**src/rtl/mem_resp.sv**
```systemverilog
// Memory-response stage: holds one instruction from the request stage, waits for its
// data-cache response, shapes load data and hands the result to write-back.
module mem_resp #(
  parameter  int MAX_PENDING = 2,
  localparam int CW          = $clog2(MAX_PENDING + 1)
) (
  input  logic          clk,
  input  logic          resetn,
  input  logic          flush,
  input  logic          pms_to_ms_valid,
  output logic          ms_allowin,
  input  logic          pms_req_sent,
  input  logic          pms_res_from_mem,
  input  logic [6:0]    pms_load_op,
  input  logic [1:0]    pms_addr_lo,
  input  logic [31:0]   pms_rt_value,
  input  logic [31:0]   pms_alu_result,
  input  logic [4:0]    pms_dest,
  input  logic [31:0]   pms_pc,
  input  logic          pms_ex,
  input  logic          data_data_ok,
  input  logic [31:0]   data_rdata,
  output logic          ms_to_ws_valid,
  input  logic          ws_allowin,
  output logic [31:0]   ms_result,
  output logic [4:0]    ms_dest,
  output logic [31:0]   ms_pc,
  output logic          ms_ex,
  output logic [1:0]    dbg_state,
  output logic [CW-1:0] dbg_discard_cnt
);

  // Handshake: an upstream transfer happens on a cycle where pms_to_ms_valid and
  // ms_allowin are both high and flush is low; a downstream transfer happens on a
  // cycle where ms_to_ws_valid and ws_allowin are both high. Neither valid waits on
  // the ready of its own channel.

  typedef enum logic [1:0] {
    S_IDLE = 2'd0,
    S_WAIT = 2'd1,
    S_HOLD = 2'd2
  } state_e;

  localparam logic [6:0] OP_LB  = 7'b0000001;
  localparam logic [6:0] OP_LBU = 7'b0000010;
  localparam logic [6:0] OP_LH  = 7'b0000100;
  localparam logic [6:0] OP_LHU = 7'b0001000;
  localparam logic [6:0] OP_LW  = 7'b0010000;
  localparam logic [6:0] OP_LWL = 7'b0100000;
  localparam logic [6:0] OP_LWR = 7'b1000000;

  state_e        state_q, state_d;
  logic [CW-1:0] discard_cnt_q, discard_cnt_d;

  logic          req_sent_q, req_sent_d;
  logic          res_from_mem_q, res_from_mem_d;
  logic [6:0]    load_op_q, load_op_d;
  logic [1:0]    addr_lo_q, addr_lo_d;
  logic [31:0]   rt_value_q, rt_value_d;
  logic [31:0]   alu_result_q, alu_result_d;
  logic [4:0]    dest_q, dest_d;
  logic [31:0]   pc_q, pc_d;
  logic          ex_q, ex_d;
  logic [31:0]   rdata_q, rdata_d;

  logic accept;
  logic cnt_zero;
  logic rsp_drop;
  logic rsp_take;
  logic flush_inc;

  assign ms_allowin     = (state_q == S_IDLE) | ((state_q == S_HOLD) & ws_allowin);
  assign ms_to_ws_valid = (state_q == S_HOLD);
  assign accept         = pms_to_ms_valid & ms_allowin & ~flush;

  assign cnt_zero  = (discard_cnt_q == '0);
  assign rsp_drop  = data_data_ok & ~cnt_zero;
  assign rsp_take  = data_data_ok & cnt_zero & (state_q == S_WAIT) & ~flush;
  // A flushed WAIT still owes a response unless it arrives in the flush cycle itself.
  assign flush_inc = flush & (state_q == S_WAIT) & ~(data_data_ok & cnt_zero);

  always_comb begin
    state_d = state_q;
    if (flush) begin
      state_d = S_IDLE;
    end else begin
      unique case (state_q)
        S_IDLE: begin
          if (accept) state_d = (pms_req_sent & ~pms_ex) ? S_WAIT : S_HOLD;
        end
        S_WAIT: begin
          if (rsp_take) state_d = S_HOLD;
        end
        S_HOLD: begin
          if (ws_allowin) begin
            if (accept) state_d = (pms_req_sent & ~pms_ex) ? S_WAIT : S_HOLD;
            else        state_d = S_IDLE;
          end
        end
        default: state_d = S_IDLE;
      endcase
    end
  end

  always_comb begin
    discard_cnt_d = discard_cnt_q;
    if (flush_inc & ~rsp_drop) begin
      if (discard_cnt_q != CW'(MAX_PENDING)) discard_cnt_d = discard_cnt_q + CW'(1);
    end else if (rsp_drop & ~flush_inc) begin
      discard_cnt_d = discard_cnt_q - CW'(1);
    end
  end

  always_comb begin
    req_sent_d     = req_sent_q;
    res_from_mem_d = res_from_mem_q;
    load_op_d      = load_op_q;
    addr_lo_d      = addr_lo_q;
    rt_value_d     = rt_value_q;
    alu_result_d   = alu_result_q;
    dest_d         = dest_q;
    pc_d           = pc_q;
    ex_d           = ex_q;
    rdata_d        = rdata_q;
    if (accept) begin
      req_sent_d     = pms_req_sent;
      res_from_mem_d = pms_res_from_mem;
      load_op_d      = pms_load_op;
      addr_lo_d      = pms_addr_lo;
      rt_value_d     = pms_rt_value;
      alu_result_d   = pms_alu_result;
      dest_d         = pms_dest;
      pc_d           = pms_pc;
      ex_d           = pms_ex;
    end
    if (rsp_take) rdata_d = data_rdata;
  end

  always_ff @(posedge clk or negedge resetn) begin
    if (!resetn) begin
      state_q        <= S_IDLE;
      discard_cnt_q  <= '0;
      req_sent_q     <= 1'b0;
      res_from_mem_q <= 1'b0;
      load_op_q      <= '0;
      addr_lo_q      <= '0;
      rt_value_q     <= '0;
      alu_result_q   <= '0;
      dest_q         <= '0;
      pc_q           <= '0;
      ex_q           <= 1'b0;
      rdata_q        <= '0;
    end else begin
      state_q        <= state_d;
      discard_cnt_q  <= discard_cnt_d;
      req_sent_q     <= req_sent_d;
      res_from_mem_q <= res_from_mem_d;
      load_op_q      <= load_op_d;
      addr_lo_q      <= addr_lo_d;
      rt_value_q     <= rt_value_d;
      alu_result_q   <= alu_result_d;
      dest_q         <= dest_d;
      pc_q           <= pc_d;
      ex_q           <= ex_d;
      rdata_q        <= rdata_d;
    end
  end

  // Load data shaping works only from captured registers, so nothing is forwarded.
  logic [7:0]  byte_sel;
  logic [15:0] half_sel;

  always_comb begin
    byte_sel = rdata_q[7:0];
    unique case (addr_lo_q)
      2'd0: byte_sel = rdata_q[7:0];
      2'd1: byte_sel = rdata_q[15:8];
      2'd2: byte_sel = rdata_q[23:16];
      2'd3: byte_sel = rdata_q[31:24];
      default: byte_sel = rdata_q[7:0];
    endcase
    half_sel = addr_lo_q[1] ? rdata_q[31:16] : rdata_q[15:0];
  end

  always_comb begin
    ms_result = alu_result_q;
    if (res_from_mem_q) begin
      case (load_op_q)
        OP_LB:  ms_result = {{24{byte_sel[7]}}, byte_sel};
        OP_LBU: ms_result = {24'b0, byte_sel};
        OP_LH:  ms_result = {{16{half_sel[15]}}, half_sel};
        OP_LHU: ms_result = {16'b0, half_sel};
        OP_LW:  ms_result = rdata_q;
        OP_LWL: begin
          unique case (addr_lo_q)
            2'd0: ms_result = {rdata_q[7:0],  rt_value_q[23:0]};
            2'd1: ms_result = {rdata_q[15:0], rt_value_q[15:0]};
            2'd2: ms_result = {rdata_q[23:0], rt_value_q[7:0]};
            default: ms_result = rdata_q;
          endcase
        end
        OP_LWR: begin
          unique case (addr_lo_q)
            2'd0: ms_result = rdata_q;
            2'd1: ms_result = {rt_value_q[31:24], rdata_q[31:8]};
            2'd2: ms_result = {rt_value_q[31:16], rdata_q[31:16]};
            default: ms_result = {rt_value_q[31:8], rdata_q[31:24]};
          endcase
        end
        default: ms_result = rdata_q;
      endcase
    end
  end

  // Stores and excepting instructions never write a register.
  assign ms_dest         = (ex_q | (req_sent_q & ~res_from_mem_q)) ? 5'd0 : dest_q;
  assign ms_pc           = pc_q;
  assign ms_ex           = ex_q;
  assign dbg_state       = state_q;
  assign dbg_discard_cnt = discard_cnt_q;

endmodule

```
**config.mk**
```make
export PLATFORM = sky130hd
export DESIGN_NAME = mem_resp
export DESIGN_NICKNAME = d
export VERILOG_FILES = /design/src/rtl/mem_resp.sv
export SDC_FILE = /design/constraint.sdc
export NUM_CORES = 1
export LEC_CHECK = 0
export CORE_MARGIN = 4
export CORE_UTILIZATION = 35
export DETAILED_ROUTE_END_ITERATION = 16
export GPL_TIMING_DRIVEN = 1
export PLACE_DENSITY = 0.72
export SLEW_MARGIN = 0
export SYNTH_ARGS = -nofsm -noshare
export SYNTH_HDL_FRONTEND = slang
export SYNTH_SLANG_ARGS = --single-unit
```
**constraint.sdc**
```tcl
create_clock -name clk -period 2.1 [get_ports clk]
set_input_delay 0.42 -clock clk [delete_from_list [all_inputs] [get_ports clk]]
set_output_delay 0.42 -clock clk [all_outputs]
set_load 0.005 [all_outputs]
```
==> impl_results.md <==
- Placed instance area: 11400 um2
- Metal3 WL: 2.50 mm
- IO buf count: 226
- Synth Net Count: 812
- Global-route wire length before repair: 43.0 mm
- Slew headroom: 0.686
- Chip Height: 159 um
- Top sig layer: met5
- Clock-pin slew on the worst setup and hold paths: 0.06 ns
- H-tree depth: 4
- Number of global-route vias before repair: 7640
- Most frequent cells in the layout: clkdlybuf4s50_1, mux2_2, dfrtp_1, buf_4, mux2i_1
- Routed wire length per instance: 21.5 um
- Design area: 13000 um2
- Worst Skew: 0.0140 ns
- Flop and latch count out of synthesis: 149
- Critical path cell sequence: nor2_1 -> a22oi_2 -> buf_4 -> o211ai_4 -> buf_12 -> buf_12 -> buf_8 -> o22ai_4 -> a21oi_1 -> buf_2
- Clock share of power: 0.275
- Cell Area, Synth: 7960 um2
- CP Capture Type: output port
- Max Slew Vio Count: 0
- Crit path max fanout: 6
- Max incr delay on CP: 0.48 ns
- Netlist cell types: 43
- RR Startpoint: dbg_state[0]
- Final nets: 1176
- Outcome: finished, violations left
- Num rows: 54
- Initial antenna violation count: 3
- CTS buffer count: 17
- DRT iter0 DRCs: 357
- Post-route minimum period: 2.82 ns
- GPL Wtd Cong: 0.901
- Internal: 0.00832 W
- Combinational power share: 0.401
- Final setup margin: -0.716 ns
- WP depth: 10
- Failing checks: setup timing
- Hold crit path type: in2async
- Worst EP required: 1.68 ns
- CTS Buffer Depth: 2
- Die Footprint: 25200 um2
- P per Cell Area: 932 nW/um2
- ANT nets after route: 0
- Most used cell, CP: buf_12
- Syn Inst Count: 661
- Core area: 22100 um2
- Worst vdd ir: 0.548 mV
- Clk Latency, worst-skew pair: 0.43 ns
- Via/cell ratio: 5.40
- Final hold vios: 0
- CP Class: reg2out
- Largest net degree at the start of global routing: 50
- CTS tree: done
- # IOs: 227
- Top Family by Delay on Critical Path: buffers and inverters
- Most common cell after layout, fill and taps aside: clkdlybuf4s50_1
- Starting Density: 0.360
- Launch point of the worst path: load_op_q[3]
- Reg2Reg Depth: 6
- CP max-delay cell: dfrtp_2
- # Max-Cap Violations: 0
- DP HPWL: 19.7 mm
- Filler cells: 1715
- Ys Warns: 0
- Core Util, Final: 0.590
- CTS Sinks: 149
- Met2 Wirelength: 13.9 mm
- Worst slew pin tran: 0.469 ns
- Sw Pwr: 0.00382 W
- Die W: 159 um
- Arr. time, crit path: 2.40 ns
- Period Utilization, post-route: 1.34
- Setup violators final: 32
- Net Sw Frac: 0.315
- Pleak: 5.51 nW
- Max Freq: 355 MHz
- Layout area overhead: 63.8%
- Share of power burned in registers: 0.325
- DRC violations left: 0
- Buf+Inv Stages, Crit Path: 5
- Syn avg cell area: 12.0 um2
- Startpoint Class: flip-flop
- DRT met1 WL: 10.8 mm
- Clk root buf: clkbuf_16
- Total grt overflow: 0
- RSZ-0062 raised after global routing: yes
- Total number of vias: 7120
- Pre-antenna DRT Iters: 4
- Layout cells sized above 1: 0.483
- Final setup TNS: -21.04 ns
- DRT Wirelength: 28.4 mm
- Seq/Total Area, Yosys: 0.468
- Total Routing Usage GR: 0.216
## worst reg2reg max path, cell delays in order (launching register included)
cell and delay [ns]:
dfrtp_2 0.45, a21oi_2 0.14, buf_4 0.12, buf_4 0.09, and3b_4 0.27, buf_12 0.27
mux2_2 0.42
## sequential cells by signal (all words and copies together) (netlist names)
register         count
rdata_q             32
req_sent_q           1
alu_result_q        32
addr_lo_q            2
load_op_q            7
ms_pc               32
ms_ex                1
dbg_state            2
dest_q               5
rt_value_q          32
dbg_discard_cnt      2
res_from_mem_q       1
## path summary, 6_finish.rpt
kind                                     to  slack (ns)
max                           ms_result[27]       -0.72
min                        alu_result_q[30]        0.49
max reg2reg                    addr_lo_q[0]        0.22
min reg2reg                       dest_q[4]        0.50
max in group asynchronous      load_op_q[2]        0.95
min in group clk                  dest_q[4]        0.50
## synth_stat cells
cell type	n	area, um2
mux2_2	160	1800
dfrtp_1	149	3730
mux2i_1	54	541
nor2_1	51	191
a21oi_1	39	195
o22ai_1	39	244
buf_2	28	140
o21ai_0	15	75.1
clkbuf_1	14	52.6
mux4_2	14	315
nand2_1	12	45.0
inv_1	8	30.0
o32a_1	8	80.1
a31oi_1	7	43.8
and2_1	6	37.5
nand2b_1	6	37.5
nor2b_1	6	37.5
nand3_1	4	20.0
nor3_1	4	20.0
xor2_1	4	35.0
a211oi_1	3	22.5
buf_4	3	22.5
o21a_1	3	22.5
a22oi_1	2	15.0
buf_6	2	22.5
nand4b_1	2	17.5
nor4_1	2	12.5
and2b_1	1	7.51
and3b_1	1	8.76
and4b_1	1	10.0
mux2_1	1	11.3
mux2_4	1	15.0
nand3b_1	1	7.51
nor2_2	1	6.26
nor3_2	1	10.0
nor3_4	1	16.3
nor3b_1	1	7.51
o211ai_1	1	7.51
o211ai_2	1	12.5
o22a_1	1	8.76
or3_1	1	6.26
or3_4	1	11.3
or3b_1	1	8.76
## per-stage QoR
step | setup WS, ns | std cells | total power (W) | hold WS, ns
final | -0.716 | 1319 | 0.0121 | 0.493
after floorplan | 0.00160 | 661 | 0.00583 | 0.124
after detailed placement | -0.843 | 1242 | 0.00810 | 0.385
after global routing | -0.802 | 1318 | 0.0127 | 0.519
after CTS | -0.697 | 1306 | 0.0118 | 0.502
after global placement | -0.792 | 1242 | 0.00802 | 0.385
## logic make-up after synthesis
logic type | Yosys count | share of synthesized area
simple gates | 104 | 0.0652
compound gates | 119 | 0.0913
flops | 149 | 0.468
xor+xnor | 4 | 0.00440
mux | 230 | 0.337
buf+inv | 55 | 0.0336
## timing repair
action / CTS / global route
resized for setup: 229 / 77
setup buffers: 28 / 14
hold buffers: 1 / 0
setup endpoints to repair: 38 / 39
pin swaps: 39 / 35
endpoints found under the hold margin: 40 / 0
cloned: 4 / 1
## final cells by class
cell class	instances	area [um2]	area share
Inverter	8	35.0	0.00269
Multi-Input combinational cell	457	4550	0.349
Tap cell	280	350	0.0269
Clock buffer	19	443	0.0340
Antenna cell	1	2.50	0.000192
Clock inverter	13	196	0.0151
Sequential cell	149	3740	0.287
Timing Repair Buffer	392	3730	0.286
## per-layer routing
metal	global-route usage	vias up
met2	0.364	297
met1	0.245	3551
li1	-	3200
met4	0.0923	6
met5	0	-
met3	0.0848	66
## power groups by stage
stage | clock network [W] | registers [W] | logic (W)
after CTS | 0.00340 | 0.00390 | 0.00454
final | 0.00334 | 0.00394 | 0.00486
after detailed placement | 0 | 0.00392 | 0.00418
after global placement | 0 | 0.00390 | 0.00412
after global routing | 0.00354 | 0.00400 | 0.00519
after floorplan | 0 | 0.00385 | 0.00198
(Power assumes the default switching activity.)
